**src/rtl/bcd_down_timer_if.sv**
```systemverilog
// Control/status bundle for the BCD countdown timer.
interface bcd_down_timer_if #(
    parameter int unsigned DIGITS = 4
);
    localparam int unsigned CW = 4 * DIGITS;

    logic          load;
    logic [CW-1:0] load_value;
    logic          start;
    logic          pause;
    logic [CW-1:0] count;
    logic          running;
    logic          tick;
    logic          done;

    modport master (
        output load, load_value, start, pause,
        input  count, running, tick, done
    );

    modport slave (
        input  load, load_value, start, pause,
        output count, running, tick, done
    );
endinterface

```
**src/rtl/bcd_down_timer.sv**
```systemverilog
// Multi-digit BCD countdown timer with prescaled tick, pause/resume and a
// one-cycle done pulse on reaching zero.
module bcd_down_timer #(
    parameter int unsigned DIGITS   = 4,
    parameter int unsigned TICK_DIV = 50
) (
    input  logic              clk,
    input  logic              reset,
    bcd_down_timer_if.slave   bus
);
    localparam int unsigned CW   = 4 * DIGITS;
    localparam int unsigned PW   = (TICK_DIV > 1) ? $clog2(TICK_DIV) : 1;
    localparam logic [PW-1:0] LAST = PW'(TICK_DIV - 1);

    typedef enum logic [1:0] {
        IDLE     = 2'd0,
        RUN      = 2'd1,
        PAUSED   = 2'd2,
        FINISHED = 2'd3
    } state_t;

    state_t        state_q, state_d;
    logic [CW-1:0] count_q, count_d;
    logic [PW-1:0] presc_q, presc_d;
    logic          tick_q, tick_d;
    logic          done_q, done_d;
    logic          running_q;
    logic [CW-1:0] dec_value;

    // Clamp any non-decimal digit to 9.
    function automatic logic [CW-1:0] sanitise(input logic [CW-1:0] v);
        logic [CW-1:0] r;
        r = v;
        for (int i = 0; i < int'(DIGITS); i++) begin
            if (v[4*i +: 4] > 4'd9) r[4*i +: 4] = 4'd9;
        end
        return r;
    endfunction

    // Subtract one with decade borrow rippling across all digits.
    function automatic logic [CW-1:0] bcd_dec(input logic [CW-1:0] v);
        logic [CW-1:0] r;
        logic          borrow;
        r      = v;
        borrow = 1'b1;
        for (int i = 0; i < int'(DIGITS); i++) begin
            if (borrow) begin
                if (v[4*i +: 4] == 4'd0) begin
                    r[4*i +: 4] = 4'd9;
                end else begin
                    r[4*i +: 4] = v[4*i +: 4] - 4'd1;
                    borrow      = 1'b0;
                end
            end
        end
        return r;
    endfunction

    assign dec_value = bcd_dec(count_q);

    always_ff @(posedge clk) begin
        if (reset) begin
            state_q   <= IDLE;
            count_q   <= '0;
            presc_q   <= '0;
            tick_q    <= 1'b0;
            done_q    <= 1'b0;
            running_q <= 1'b0;
        end else begin
            state_q   <= state_d;
            count_q   <= count_d;
            presc_q   <= presc_d;
            tick_q    <= tick_d;
            done_q    <= done_d;
            running_q <= (state_d == RUN);
        end
    end

    // Next-state logic; priority load > pause > start.
    always_comb begin
        state_d = state_q;
        count_d = count_q;
        presc_d = presc_q;
        tick_d  = 1'b0;
        done_d  = 1'b0;

        if (bus.load) begin
            count_d = sanitise(bus.load_value);
            presc_d = '0;
            state_d = IDLE;
        end else begin
            unique case (state_q)
                IDLE: begin
                    if (bus.start && !bus.pause) begin
                        if (count_q != '0) begin
                            state_d = RUN;
                        end else begin
                            state_d = FINISHED;
                            done_d  = 1'b1;
                        end
                    end
                end
                RUN: begin
                    if (bus.pause) begin
                        state_d = PAUSED;
                    end else if (count_q == '0) begin
                        state_d = FINISHED;
                    end else if (presc_q == LAST) begin
                        presc_d = '0;
                        count_d = dec_value;
                        tick_d  = 1'b1;
                        if (dec_value == '0) begin
                            done_d  = 1'b1;
                            state_d = FINISHED;
                        end
                    end else begin
                        presc_d = presc_q + PW'(1);
                    end
                end
                PAUSED: begin
                    if (bus.start && !bus.pause) state_d = RUN;
                end
                FINISHED: begin
                    if (bus.start && !bus.pause) done_d = 1'b1;
                end
                default: state_d = IDLE;
            endcase
        end
    end

    assign bus.count   = count_q;
    assign bus.running = running_q;
    assign bus.tick    = tick_q;
    assign bus.done    = done_q;
endmodule

```
**src/flat_wrapper.sv**
```systemverilog
// flat-port wrapper written by rule: the top's interface ports become plain ports
module bcd_down_timer_flat 
#(
    parameter int unsigned DIGITS   = 4,
    parameter int unsigned TICK_DIV = 50
)
  (clk, reset, bus_load, bus_load_value, bus_start, bus_pause, bus_count, bus_running, bus_tick, bus_done);
  bcd_down_timer_if #(.DIGITS(DIGITS)) bus_i ();
  input  logic clk;
  input  logic reset;
  input wire logic [$bits(bus_i.load)-1:0] bus_load;
  input wire logic [$bits(bus_i.load_value)-1:0] bus_load_value;
  input wire logic [$bits(bus_i.start)-1:0] bus_start;
  input wire logic [$bits(bus_i.pause)-1:0] bus_pause;
  output wire logic [$bits(bus_i.count)-1:0] bus_count;
  output wire logic [$bits(bus_i.running)-1:0] bus_running;
  output wire logic [$bits(bus_i.tick)-1:0] bus_tick;
  output wire logic [$bits(bus_i.done)-1:0] bus_done;
  assign bus_i.load = bus_load;
  assign bus_i.load_value = bus_load_value;
  assign bus_i.start = bus_start;
  assign bus_i.pause = bus_pause;
  assign bus_count = bus_i.count;
  assign bus_running = bus_i.running;
  assign bus_tick = bus_i.tick;
  assign bus_done = bus_i.done;
  bcd_down_timer #(.DIGITS(DIGITS), .TICK_DIV(TICK_DIV)) u_core (.clk(clk), .reset(reset), .bus(bus_i));
endmodule
```
**config.mk**
```make
export PLATFORM = sky130hd
export DESIGN_NAME = bcd_down_timer_flat
export DESIGN_NICKNAME = d
export VERILOG_FILES = /design/src/rtl/bcd_down_timer_if.sv /design/src/rtl/bcd_down_timer.sv /design/src/flat_wrapper.sv
export SDC_FILE = /design/constraint.sdc
export NUM_CORES = 1
export LEC_CHECK = 0
export ABC_AREA = 1
export BUFFER_PORTS_ARGS = -buffer_cell sky130_fd_sc_hd__buf_4
export CORE_AREA = 2 2 65 67
export CTS_BUF_LIST = sky130_fd_sc_hd__clkbuf_16
export DETAILED_ROUTE_END_ITERATION = 8
export DIE_AREA = 0 0 67 69
export PLACE_DENSITY = 0.76
export SYNTH_ARGS = -nofsm -noshare
export SYNTH_HDL_FRONTEND = slang
export SYNTH_SLANG_ARGS = --single-unit
```
**constraint.sdc**
```tcl
create_clock -name clk -period 1.82 [get_ports clk]
set_input_delay 0.182 -clock clk [delete_from_list [all_inputs] [get_ports clk]]
set_output_delay 0.182 -clock clk [all_outputs]
set_load 0.02 [all_outputs]
```
After elaboration in Yosys (flattened, before gate mapping) --
Cells that the tools add are included.
Word-level totals: logic and storage cells 81, bits of input ports 21, bits in registers 27, output and inout bits 19
Operators by class: reductions and logical operators 16, bitwise gates (word level) 3, mux-type cells 40, add/subtract/negate cells 5, eq/ne operators 7, $lt $le $gt $ge 4
Operator list (number):
- two-way mux 16 bit | 5
- two-way mux 4 bit | 11
- logical NOT 16 bit | 2
- greater-than comparator 4 bit (second input constant) | 4
- logical NOT 4 bit | 4
- two-way mux 2 bit | 8
- nonzero test 16 bit | 1
- subtractor 4 x 1 -> 4 bit (second input constant) | 4
- two-way mux 1 bit | 13
- adder 6 x 1 -> 6 bit (second input constant) | 1
- == test 6 bit (second input constant) | 1
- two-way mux 6 bit | 1
- one-hot mux 2 bit (3 select lines) | 1
- OR reduction 5 bit | 1
- == test 2 x 1 -> 1 bit (second input constant) | 2
- == test 2 bit (second input constant) | 2
- != test 2 bit (second input constant) | 2
- AND reduction 4 bit | 1
- nonzero test 2 bit | 2
- NOT 1 bit | 3
- one-hot mux 1 bit (3 select lines) | 1
- AND reduction 3 bit | 1
- logical NOT 2 bit | 1
- OR reduction 2 bit | 1
- 2 further kinds | 2

Depth between registers and ports, before layout --
Gate-level depths: netlist of the first run.
depth in word-level cells 13, mapped depth 12, gate-level depth less buffers 11

Worst setup path after synthesis of the first run --
Ideal clock, no wire load.
path kind register -> register, from register u_core.count_q[0], in the netlist u_core.bus.count[0], to register u_core.count_q[10], in the netlist u_core.bus.count[10], required time 1.708 ns, arrival 1.417 ns, setup time 0.112 ns, clock period less this slack 1.529 ns, path slack 0.291 ns, buffers on the path 1, stages on the path, launching flop included 12, path through dfxtp_1 -> nor2_2 -> nand2_4 -> nor2_8 -> nand2_4 -> nand3_4 -> nand2_4 -> buf_6 -> nand2_2 -> inv_2 -> nand2_1 -> nand2_1
On the way: cells in the longest elaborated chain, start to end 9, elaborated cells on any way between the ends 12, classes of those cells 1 x eq/ne; 8 x mux; 3 x reduce/logical
Ends and longest elaborated chain:
- from (decl) | RTL line bcd_down_timer.sv:23 | logic [CW-1:0] count_q, count_d;
- from (signal assigned) | RTL line bcd_down_timer.sv:71 | count_q <= count_d;
- logical NOT 4 bit | RTL line bcd_down_timer.sv:48 | if (v[4*i +: 4] == 4'd0) begin
- two-way mux 1 bit | RTL line bcd_down_timer.sv:48
- two-way mux 1 bit | RTL line bcd_down_timer.sv:47 | if (borrow) begin
- two-way mux 4 bit | RTL line bcd_down_timer.sv:47
- two-way mux 16 bit | RTL line bcd_down_timer.sv:108 | end else if (presc_q == LAST) begin
- two-way mux 16 bit | RTL line bcd_down_timer.sv:106 | end else if (count_q == '0) begin
- two-way mux 16 bit | RTL line bcd_down_timer.sv:104 | if (bus.pause) begin
- two-way mux 16 bit | RTL line bcd_down_timer.sv:92 | unique case (state_q)
- two-way mux 16 bit | RTL line bcd_down_timer.sv:87 | if (bus.load) begin
Parallel ways exist; a longest one is shown, timed or not. The select of a mux whose other input is x is not followed. A chain may end at the register's enable or synchronous reset.

Worst setup path in the final report of the first run --
from register u_core.count_q[2], in the netlist u_core.bus.count[2], to register u_core.presc_q[1]
On the way: cells in the longest elaborated chain, start to end 3
Ends and longest elaborated chain:
- logical NOT 16 bit | RTL line bcd_down_timer.sv:106
- NOT 1 bit (no line)
- AND reduction 3 bit (no line)
- to (signal assigned) | RTL line bcd_down_timer.sv:72 | presc_q <= presc_d;
- to (decl) | RTL line bcd_down_timer.sv:24 | logic [PW-1:0] presc_q, presc_d;
Every way passes these cells.

==> results.cfg, run 1 <==
[placement]
io_buffers = 39
dp_hpwl_um = 3208
place_ws_ns = 0.1528
gp_congestion = 0.8624
dpl_cell_area_um2 = 2048

[sta]
rsz0062_at_grt = no
worstMarginPinSlew_ns = 0.4155
timing.final.crit_share = 0.9083
finalSetupTns_ns = 0
min_period_ns = 1.653
hold_viol_final = 0
slew_violations = 0
max_freq_ghz = 0.6049
final.setup_skew_ns = 0.002686
finalSetupViolCount = 0
slew_headroom = 0.7213
fin_ws_ns = 0.1669

[pwr]
power.internal_uw = 1055
switching_power_uw = 460.0
vdd_drop_max_mv = 0.3355
power.density_nw_per_um2 = 710.3
p_clk_frac = 0.330
pwr-share-comb = 0.243
swShare = 0.3036
p_leak_uw = 0.001034
seqPwrFrac = 0.426

[synth]
ys_seq_area_frac = 0.3214
syn-mean-instance-area_um2 = 6.322
yosysUniqueCellTypes = 32
synthCells = 266
synth_seq_cells = 27
ys_warn_count = 0
async_flop_share = 0
synth-edff-count = 0
synth_area_um2 = 1682
synth_fp_nets = 289
ys.flop_type = dfxtp_1

[layout]
n_antenna_cell = 0
final_nets = 334
fin_area_um2 = 2133
final_util = 0.5451
syn2layout_area_growth_pct = 26.86
drive_gt1_frac = 0.2000

[clock_network]
cts_sinks = 27
cts_root_buffer = clkbuf_16
htreeDepth = 1
clockBufferDepth = 2
cts_tree = yes
post_cts_buffers = 0
cts_inserted_buffers = 3
holdBufCountCts = 0
cts_resized = 0
cts.clk_slew.worst_paths_ns = 0.07
clock_latency_ns = 0.26

[setup_path]
worstPathRequired_ns = 2.01
critPathLaunchType = flip-flop
end_kind = flip-flop
critPathMaxFanout = 9
cp.arrival_ns = 1.85
path_class = flip-flop to flip-flop

[route]
drt-pass1-iter-count = 4
routed-via-count = 1759
vias_per_cell = 4.886
wl_per_cell_um = 11.58
drc = 0
detail-route-antenna-nets = 0
detail_route.iter0.violations = 99
routed_wl_um = 4170

[die]
fp.dieH_um = 69
fp.coreArea_um2 = 3914
die_area_um2 = 4623
initial_core_util = 0.4297
rows = 23
io_pins = 40
die_x_um = 67

[global_route]
grt_pass1_wl_um = 6824
grt_max_degree = 16
grt_overflow = 0
antenna_found_initial = 0
grt_pass1_vias = 1636
track_usage = 0.1823

[outcome]
status = finished clean

[hold_path]
hold_class = input pin to flip-flop

[flow_run]
maxCapViolCount = 0
## placed cells by master, fill, tap and decap left out, types with 2 or more instances in the layout
master / netlist / layout
inv_1: 31 / 31
clkbuf_16: 0 / 3
clkinv_1: 2 / 2
nand3_1: 16 / 16
nand2_1: 79 / 79
o21ai_0: 23 / 23
nor3_1: 6 / 6
a31oi_1: 2 / 2
nor2_1: 29 / 29
buf_4: 0 / 43
ha_1: 2 / 2
o21ai_1: 2 / 2
xor2_1: 2 / 2
o21a_1: 2 / 2
a21oi_1: 15 / 15
dfxtp_1: 27 / 27
nand4_1: 2 / 2
o31ai_1: 2 / 2
nor2_2: 6 / 5
nor2_4: 1 / 2
nand2_4: 3 / 3
## sequential cells by signal, summed over array words and instances, names as in the netlist
register            flops
u_core.bus.count       16
u_core.bus.done         1
u_core.bus.running      1
u_core.bus.tick         1
u_core.presc_q          6
u_core.state_q          2
## worst paths after layout
kind / cells after the start / slack, ns / endpoint / from
min: 2 / 0.15 / u_core.bus.count[7]$_SDFFE_PP0P_ / reset
min reg2reg: 2 / 0.50 / u_core.bus.count[15]$_SDFFE_PP0P_ / u_core.bus.count[15]$_SDFFE_PP0P_
max: 9 / 0.17 / u_core.presc_q[1]$_SDFFE_PP0P_ / u_core.bus.count[2]$_SDFFE_PP0P_
max reg2reg: 9 / 0.17 / u_core.presc_q[1]$_SDFFE_PP0P_ / u_core.bus.count[2]$_SDFFE_PP0P_
## worst max-delay path, stage by stage (launching register included)
cell and delay [ns]:
dfxtp_1 0.35, nor2_2 0.21, nand2_4 0.12, nor2_8 0.19, nand2_4 0.07, nand2_1 0.15
inv_1 0.15, o21ai_0 0.12, o21ai_0 0.11, nor2_1 0.10
## kinds of logic (layout without fill, tap and decap cells)
kind of cell,count (synthesis),count (layout),share of synthesized area
flip-flops,27,27,0.3214
buffers and inverters,38,82,0.09226
AND/OR/NAND/NOR,148,148,0.4018
adder cells (fa/ha/maj),2,2,0.01488
XOR/XNOR,3,3,0.01563
AO/OA/AOI/OAI,48,48,0.1540
## power groups by stage
stage	clock, µW	sequential, µW	combinational, µW
2_1_floorplan	0	682	209
3_3_place_gp	0	659	361
3_5_place_dp	0	659	363
4_1_cts	509	645	366
5_1_grt	528	650	412
6_report	500	646	369
## cells in the mapped netlist (all sizes together), types with 2 or more instances
cell     n  area [µm²]
a21oi   15       75.07
a31oi    2       12.51
clkbuf   2       7.510
clkinv   3       16.27
dfxtp   27       540.5
ha       2       25.02
inv     32       120.1
nand2   83       336.6
nand3   17       97.60
nand4    2       12.51
nor2    37       177.7
nor3     6       30.03
o21a     2       15.01
o21ai   25       125.1
o31ai    2       15.01
xor2     2       17.52
## layout make-up
| type | count | area, µm² |
|---|---|---|
| Multi-Input combinational cell | 201 | 991.0 |
| Clock buffer | 3 | 75.07 |
| Inverter | 35 | 136.4 |
| Tap cell | 50 | 62.56 |
| Timing Repair Buffer | 43 | 322.8 |
| Sequential cell | 27 | 540.5 |
| Clock inverter | 1 | 5.005 |
| Fill cell | 409 | 1780 |
## metrics by stage
| step | std cells | total power, µW | hold slack (ns) |
|---|---|---|---|
| 2_1_floorplan | 266 | 890.7 | 0.2511 |
| 3_3_place_gp | 356 | 1020 | 0.4230 |
| 3_5_place_dp | 356 | 1022 | 0.4261 |
| 4_1_cts | 360 | 1520 | 0.1546 |
| 5_1_grt | 360 | 1589 | 0.1611 |
| 6_report | 360 | 1515 | 0.1529 |
## per-layer routing
layer | wire length (µm) | track usage | up-vias
met1 | 1912 | 0.2396 | 775
li1 | - | - | 940
met3 | 207 | 0.01794 | 4
met4 | 19 | 0.02494 | 0
met5 | 0 | 0 | -
met2 | 2031 | 0.3234 | 40
No activity file was read; power rests on OpenSTA's default activity.
==> inputs of run 2 (changes only) <==
--- a/config.mk
+++ b/config.mk
@@ -7,11 +7,11 @@
 export LEC_CHECK = 0
 export ABC_AREA = 1
 export BUFFER_PORTS_ARGS = -buffer_cell sky130_fd_sc_hd__buf_4
-export CORE_AREA = 2 2 65 67
+export CORE_AREA = 2 2 72 60
 export CTS_BUF_LIST = sky130_fd_sc_hd__clkbuf_16
 export DETAILED_ROUTE_END_ITERATION = 8
-export DIE_AREA = 0 0 67 69
-export PLACE_DENSITY = 0.76
+export DIE_AREA = 0 0 74 62
+export PLACE_DENSITY_LB_ADDON = 0.25
 export SYNTH_ARGS = -nofsm -noshare
 export SYNTH_HDL_FRONTEND = slang
 export SYNTH_SLANG_ARGS = --single-unit
==> results.cfg, run 2 (synthesis results as in run 1) <==
[clock_network]
holdBufCountCts = 0
cts_root_buffer = clkbuf_16
clockBufferDepth = 2
cts.clk_slew.worst_paths_ns = 0.07
cts_resized = 0
cts_inserted_buffers = 3
clock_latency_ns = 0.27
htreeDepth = 1
post_cts_buffers = 0
cts_sinks = 27
cts_tree = yes

[setup_path]
end_kind = flip-flop
path_class = flip-flop to flip-flop
critical-path-top-delay-family = simple AND/OR/NAND/NOR gates
critPathLaunchType = flip-flop
rr_worst_depth = 8
crit_buf_inv = 0
crit-reg2reg-launch = u_core.bus.count[10]$_SDFFE_PP0P_
r2r_end = u_core.presc_q[2]$_SDFFE_PP0P_
path_cells = nor2_2, nand2_1, nor2_2, nand2_4, nand3_4, nand2_4, nor2_4, and3_1
cp.arrival_ns = 1.86
cpPeakStageDelay_ns = 0.35
critPathMaxFanout = 11
rrSetupSlack_ns = 0.17
worstPathRequired_ns = 2.03
cp_slowest_cell = dfxtp_1
cp_num_cells = 8

[sta]
worstMarginPinSlew_ns = 0.3121
max_freq_ghz = 0.6063
finalSetupViolCount = 0
rsz0062_at_grt = no
slew_headroom = 0.7911
hold-worst-slack_ns = 0.1353
timing.final.crit_share = 0.9063
hold_viol_final = 0
final.setup_skew_ns = 0.004356
slew_violations = 0
min_period_ns = 1.649
finalSetupTns_ns = 0

[layout]
final_cell_mix = nand2_1 (79), buf_4 (45), inv_1 (32)
drive_gt1_frac = 0.2019
stdcell_count = 369
mostFrequentLayoutCell = nand2_1
n_antenna_cell = 0
fill_cells = 382
seqCellArea_um2 = 540.5
syn2layout_area_growth_pct = 27.90
largest_reg_flops = 16
final_nets = 336
multi_input_area_um2 = 985.9

[route]
vias_per_cell = 4.751
drt-pass1-iter-count = 4
routed-via-count = 1753
drc = 0
detail-route-antenna-nets = 0
routed_wl_um = 4070
wl_per_cell_um = 11.03
detail_route.iter0.violations = 74

[placement]
dp_hpwl_um = 3201
io_buffers = 39
gp_congestion = 0.8470
dp_cells = 365

[pwr]
vdd_drop_max_mv = 0.4573
total_power_uw = 1521
power.density_nw_per_um2 = 707.1
p_leak_uw = 0.001044

[hold_path]
hold_class = input pin to flip-flop
hold_depth = 2
hp-start = reset
holdPathEnd = u_core.bus.count[7]$_SDFFE_PP0P_

[global_route]
antenna_found_initial = 0
track_usage = 0.1926
grt_pass1_vias = 1531
grt_overflow = 0
grt_max_degree = 15
grt_pass1_wl_um = 6775

[die]
die_x_um = 74
fp.coreArea_um2 = 3968
io_pins = 40
die_area_um2 = 4588
rows = 21
initial_core_util = 0.4238
fp.dieH_um = 62

[outcome]
status = finished clean

[flow_run]
maxCapViolCount = 0
==> run 2: layout make-up <==
type | instances | area share
Timing Repair Buffer | 45 | 0.1571
Multi-Input combinational cell | 201 | 0.4584
Sequential cell | 27 | 0.2513
Clock inverter | 1 | 0.001745
Clock buffer | 3 | 0.03490
Inverter | 35 | 0.06341
Tap cell | 57 | 0.03316
==> run 2: worst register-to-register path, delay by kind of cell (launching register included) <==
family | cells | cell delay (ns)
flip-flops | 1 | 0.35
AND/OR/NAND/NOR | 8 | 1.26
==> run 2: how the worst max path moves through the flow <==
stage | slack (ns) | to | startpoint
after floorplan | 0.29 | u_core.bus.count[10]$_SDFFE_PP0P_ | u_core.bus.count[0]$_SDFFE_PP0P_
after global placement | 0.21 | u_core.presc_q[2]$_SDFFE_PP0P_ | u_core.bus.count[2]$_SDFFE_PP0P_
after detailed placement | 0.18 | u_core.presc_q[2]$_SDFFE_PP0P_ | u_core.bus.count[10]$_SDFFE_PP0P_
after CTS | 0.16 | u_core.presc_q[2]$_SDFFE_PP0P_ | u_core.bus.count[10]$_SDFFE_PP0P_
after global routing | 0.006 | u_core.bus.count[11]$_SDFFE_PP0P_ | u_core.bus.count[10]$_SDFFE_PP0P_
final | 0.17 | u_core.presc_q[2]$_SDFFE_PP0P_ | u_core.bus.count[10]$_SDFFE_PP0P_
==> run 2: through the flow <==
step,util,cell area (µm²),setup WS [ns]
2_1_floorplan,-,1682,0.2911
3_3_place_gp,0.5222,2072,0.2104
3_5_place_dp,0.5222,2072,0.1750
4_1_cts,0.5421,2151,0.1569
5_1_grt,0.5421,2151,0.006084
6_report,0.5421,2151,0.1706
==> run 2: report_power, final <==
group | internal (µW) | switching, µW
logic | 142 | 222
registers | 616 | 30.5
clock network | 295 | 216
==> run 2: metal layers <==
metal  up-vias  global-route usage  routed length [µm]
li1        948                   -                   -
met1       765              0.2819                2122
met2        35              0.2883                1696
met3         5             0.04839                 216
met4         0             0.03896                  35
met5         -                   0                   0
==> inputs of run 3 (changes only) <==
--- a/config.mk
+++ b/config.mk
@@ -9,6 +9,7 @@
 export BUFFER_PORTS_ARGS = -buffer_cell sky130_fd_sc_hd__buf_4
 export CORE_AREA = 2 2 72 60
 export CTS_BUF_LIST = sky130_fd_sc_hd__clkbuf_16
+export CTS_CLUSTER_SIZE = 24
 export DETAILED_ROUTE_END_ITERATION = 8
 export DIE_AREA = 0 0 74 62
 export PLACE_DENSITY_LB_ADDON = 0.25
==> constraint.sdc (replaced) <==
create_clock -name clk -period 1.82 [get_ports clk]
set_input_delay 0.364 -clock clk [delete_from_list [all_inputs] [get_ports clk]]
set_output_delay 0.364 -clock clk [all_outputs]
set_load 0.02 [all_outputs]
==> results.cfg, run 3 (synthesis results as in run 1) <==
[clock_network]
cts_tree = yes
cts.clk_slew.worst_paths_ns = 0.07
htreeDepth = 1
cts_sinks = 27
holdBufCountCts = 0
cts_inserted_buffers = 3
clock_latency_ns = 0.26
cts_root_buffer = clkbuf_16
clockBufferDepth = 2

[setup_path]
path_class = flip-flop to flip-flop
path_cells = nor2_2, nand2_4, nor2_8, nand2_4, nand3_4, nand2_4, nor2_4, and3_1
cpPeakStageDelay_ns = 0.39
critical-path-top-delay-family = simple AND/OR/NAND/NOR gates
end_kind = flip-flop
crit_buf_inv = 0
cp.arrival_ns = 1.84
worstPathRequired_ns = 2.03
cp_slowest_cell = dfxtp_1
critPathLaunchType = flip-flop
path_common_cell = nand2_4
critPathMaxFanout = 11

[pwr]
p_leak_uw = 0.001040
vdd_drop_max_mv = 0.4821
power.density_nw_per_um2 = 710.5

[die]
die_x_um = 74
die_area_um2 = 4588
fp.dieH_um = 62
fp.coreArea_um2 = 3968
initial_core_util = 0.4238
io_pins = 40
rows = 21

[route]
routed-via-count = 1788
routed_wl_um = 4192
detail-route-antenna-nets = 0
drc = 0
wl_per_cell_um = 11.36
detail_route.iter0.violations = 144
vias_per_cell = 4.846
drt-pass1-iter-count = 4

[global_route]
grt_pass1_vias = 1555
grt_pass1_wl_um = 6982
antenna_found_initial = 0
grt_max_degree = 17
grt_overflow = 0
track_usage = 0.1956

[layout]
final_util = 0.5443
syn2layout_area_growth_pct = 28.42
n_antenna_cell = 0
mostFrequentLayoutCell = nand2_1
drive_gt1_frac = 0.2051
stdcell_count = 369
largest_reg_flops = 16
final_cell_mix = nand2_1 (79), buf_4 (45), inv_1 (31)
final_nets = 336
fill_cells = 406
fin_area_um2 = 2160

[placement]
io_buffers = 39
dp_hpwl_um = 3271
dp_cells = 365
gp_congestion = 0.8539
dpl_cell_area_um2 = 2072

[sta]
final.setup_skew_ns = 0.006257
finalSetupViolCount = 0
min_period_ns = 1.624
rsz0062_at_grt = no
finalSetupTns_ns = 0
hold_viol_final = 0
slew_violations = 0
max_freq_ghz = 0.6158
slew_headroom = 0.7864
worstMarginPinSlew_ns = 0.3192
timing.final.crit_share = 0.8922

[outcome]
status = finished clean

[hold_path]
hold_class = input pin to flip-flop

[flow_run]
maxCapViolCount = 0
-- run 3: changes by cell type in the layout (fill, tap and decap cells not counted) --
| cell | delta |
|---|---|
| clkinvlp_4 | +1 |
| inv_1 | -1 |
| nor2_2 | -1 |
| nor2_4 | +1 |
-- run 3: final cells by class --
type / count / area (µm²) / area share
timing repair buffer: 45 / 337.8 / 0.1564
sequential: 27 / 540.5 / 0.2503
inverter: 35 / 136.4 / 0.06315
clock buffer: 3 / 75.07 / 0.03476
clock inverter: 1 / 7.507 / 0.003476
tap: 57 / 71.32 / 0.03302
multi-input combinational: 201 / 991.0 / 0.4589
-- run 3: worst paths after layout --
kind / endpoint / cells past startpoint / start / slack [ns]
setup / recovery: u_core.presc_q[2]$_SDFFE_PP0P_ / 8 / u_core.bus.count[0]$_SDFFE_PP0P_ / 0.20
hold / removal: u_core.bus.count[7]$_SDFFE_PP0P_ / 2 / reset / 0.33
setup reg to reg: u_core.presc_q[2]$_SDFFE_PP0P_ / 8 / u_core.bus.count[0]$_SDFFE_PP0P_ / 0.20
hold reg to reg: u_core.presc_q[5]$_SDFFE_PP0P_ / 2 / u_core.presc_q[5]$_SDFFE_PP0P_ / 0.50
-- run 3: metrics by stage --
| step | setup WS (ns) | total power [µW] | hold WS [ns] |
|---|---|---|---|
| CTS | 0.1747 | 1537 | 0.3348 |
| finish | 0.1962 | 1534 | 0.3334 |
| global placement | 0.2004 | 1024 | 0.4882 |
| global route | 0.03098 | 1612 | 0.3417 |
| floorplan | 0.2911 | 890.7 | 0.4331 |
| detailed placement | 0.1866 | 1024 | 0.4923 |
-- run 3: power breakdown --
| part | total [µW] | internal, µW | switching (µW) |
|---|---|---|---|
| Clock | 518 | 299 | 219 |
| Combinational | 370 | 144 | 226 |
| Sequential | 647 | 615 | 31.1 |
-- run 3: timing repair --
action,4_1_cts,5_1_grt
endpoints found under the setup margin,0,1
buffers inserted,0,0
endpoints found under the hold margin,0,0
gates resized for setup,0,1
-- run 3: per-layer routing --
metal | track usage | wire (µm) | vias to the layer above
met4 | 0.02857 | 12 | 0
met1 | 0.2868 | 2160 | 795
met3 | 0.03548 | 242 | 2
met2 | 0.3074 | 1777 | 39
li1 | - | - | 952
met5 | 0 | 0 | -
-- run 3: worst reg2reg max path, cell delays in order (launching register included) --
cell and delay [ns]:
dfxtp_1 0.39, nor2_2 0.20, nand2_4 0.12, nor2_8 0.19
nand2_4 0.07, nand3_4 0.09, nand2_4 0.12, nor2_4 0.22
and3_1 0.18
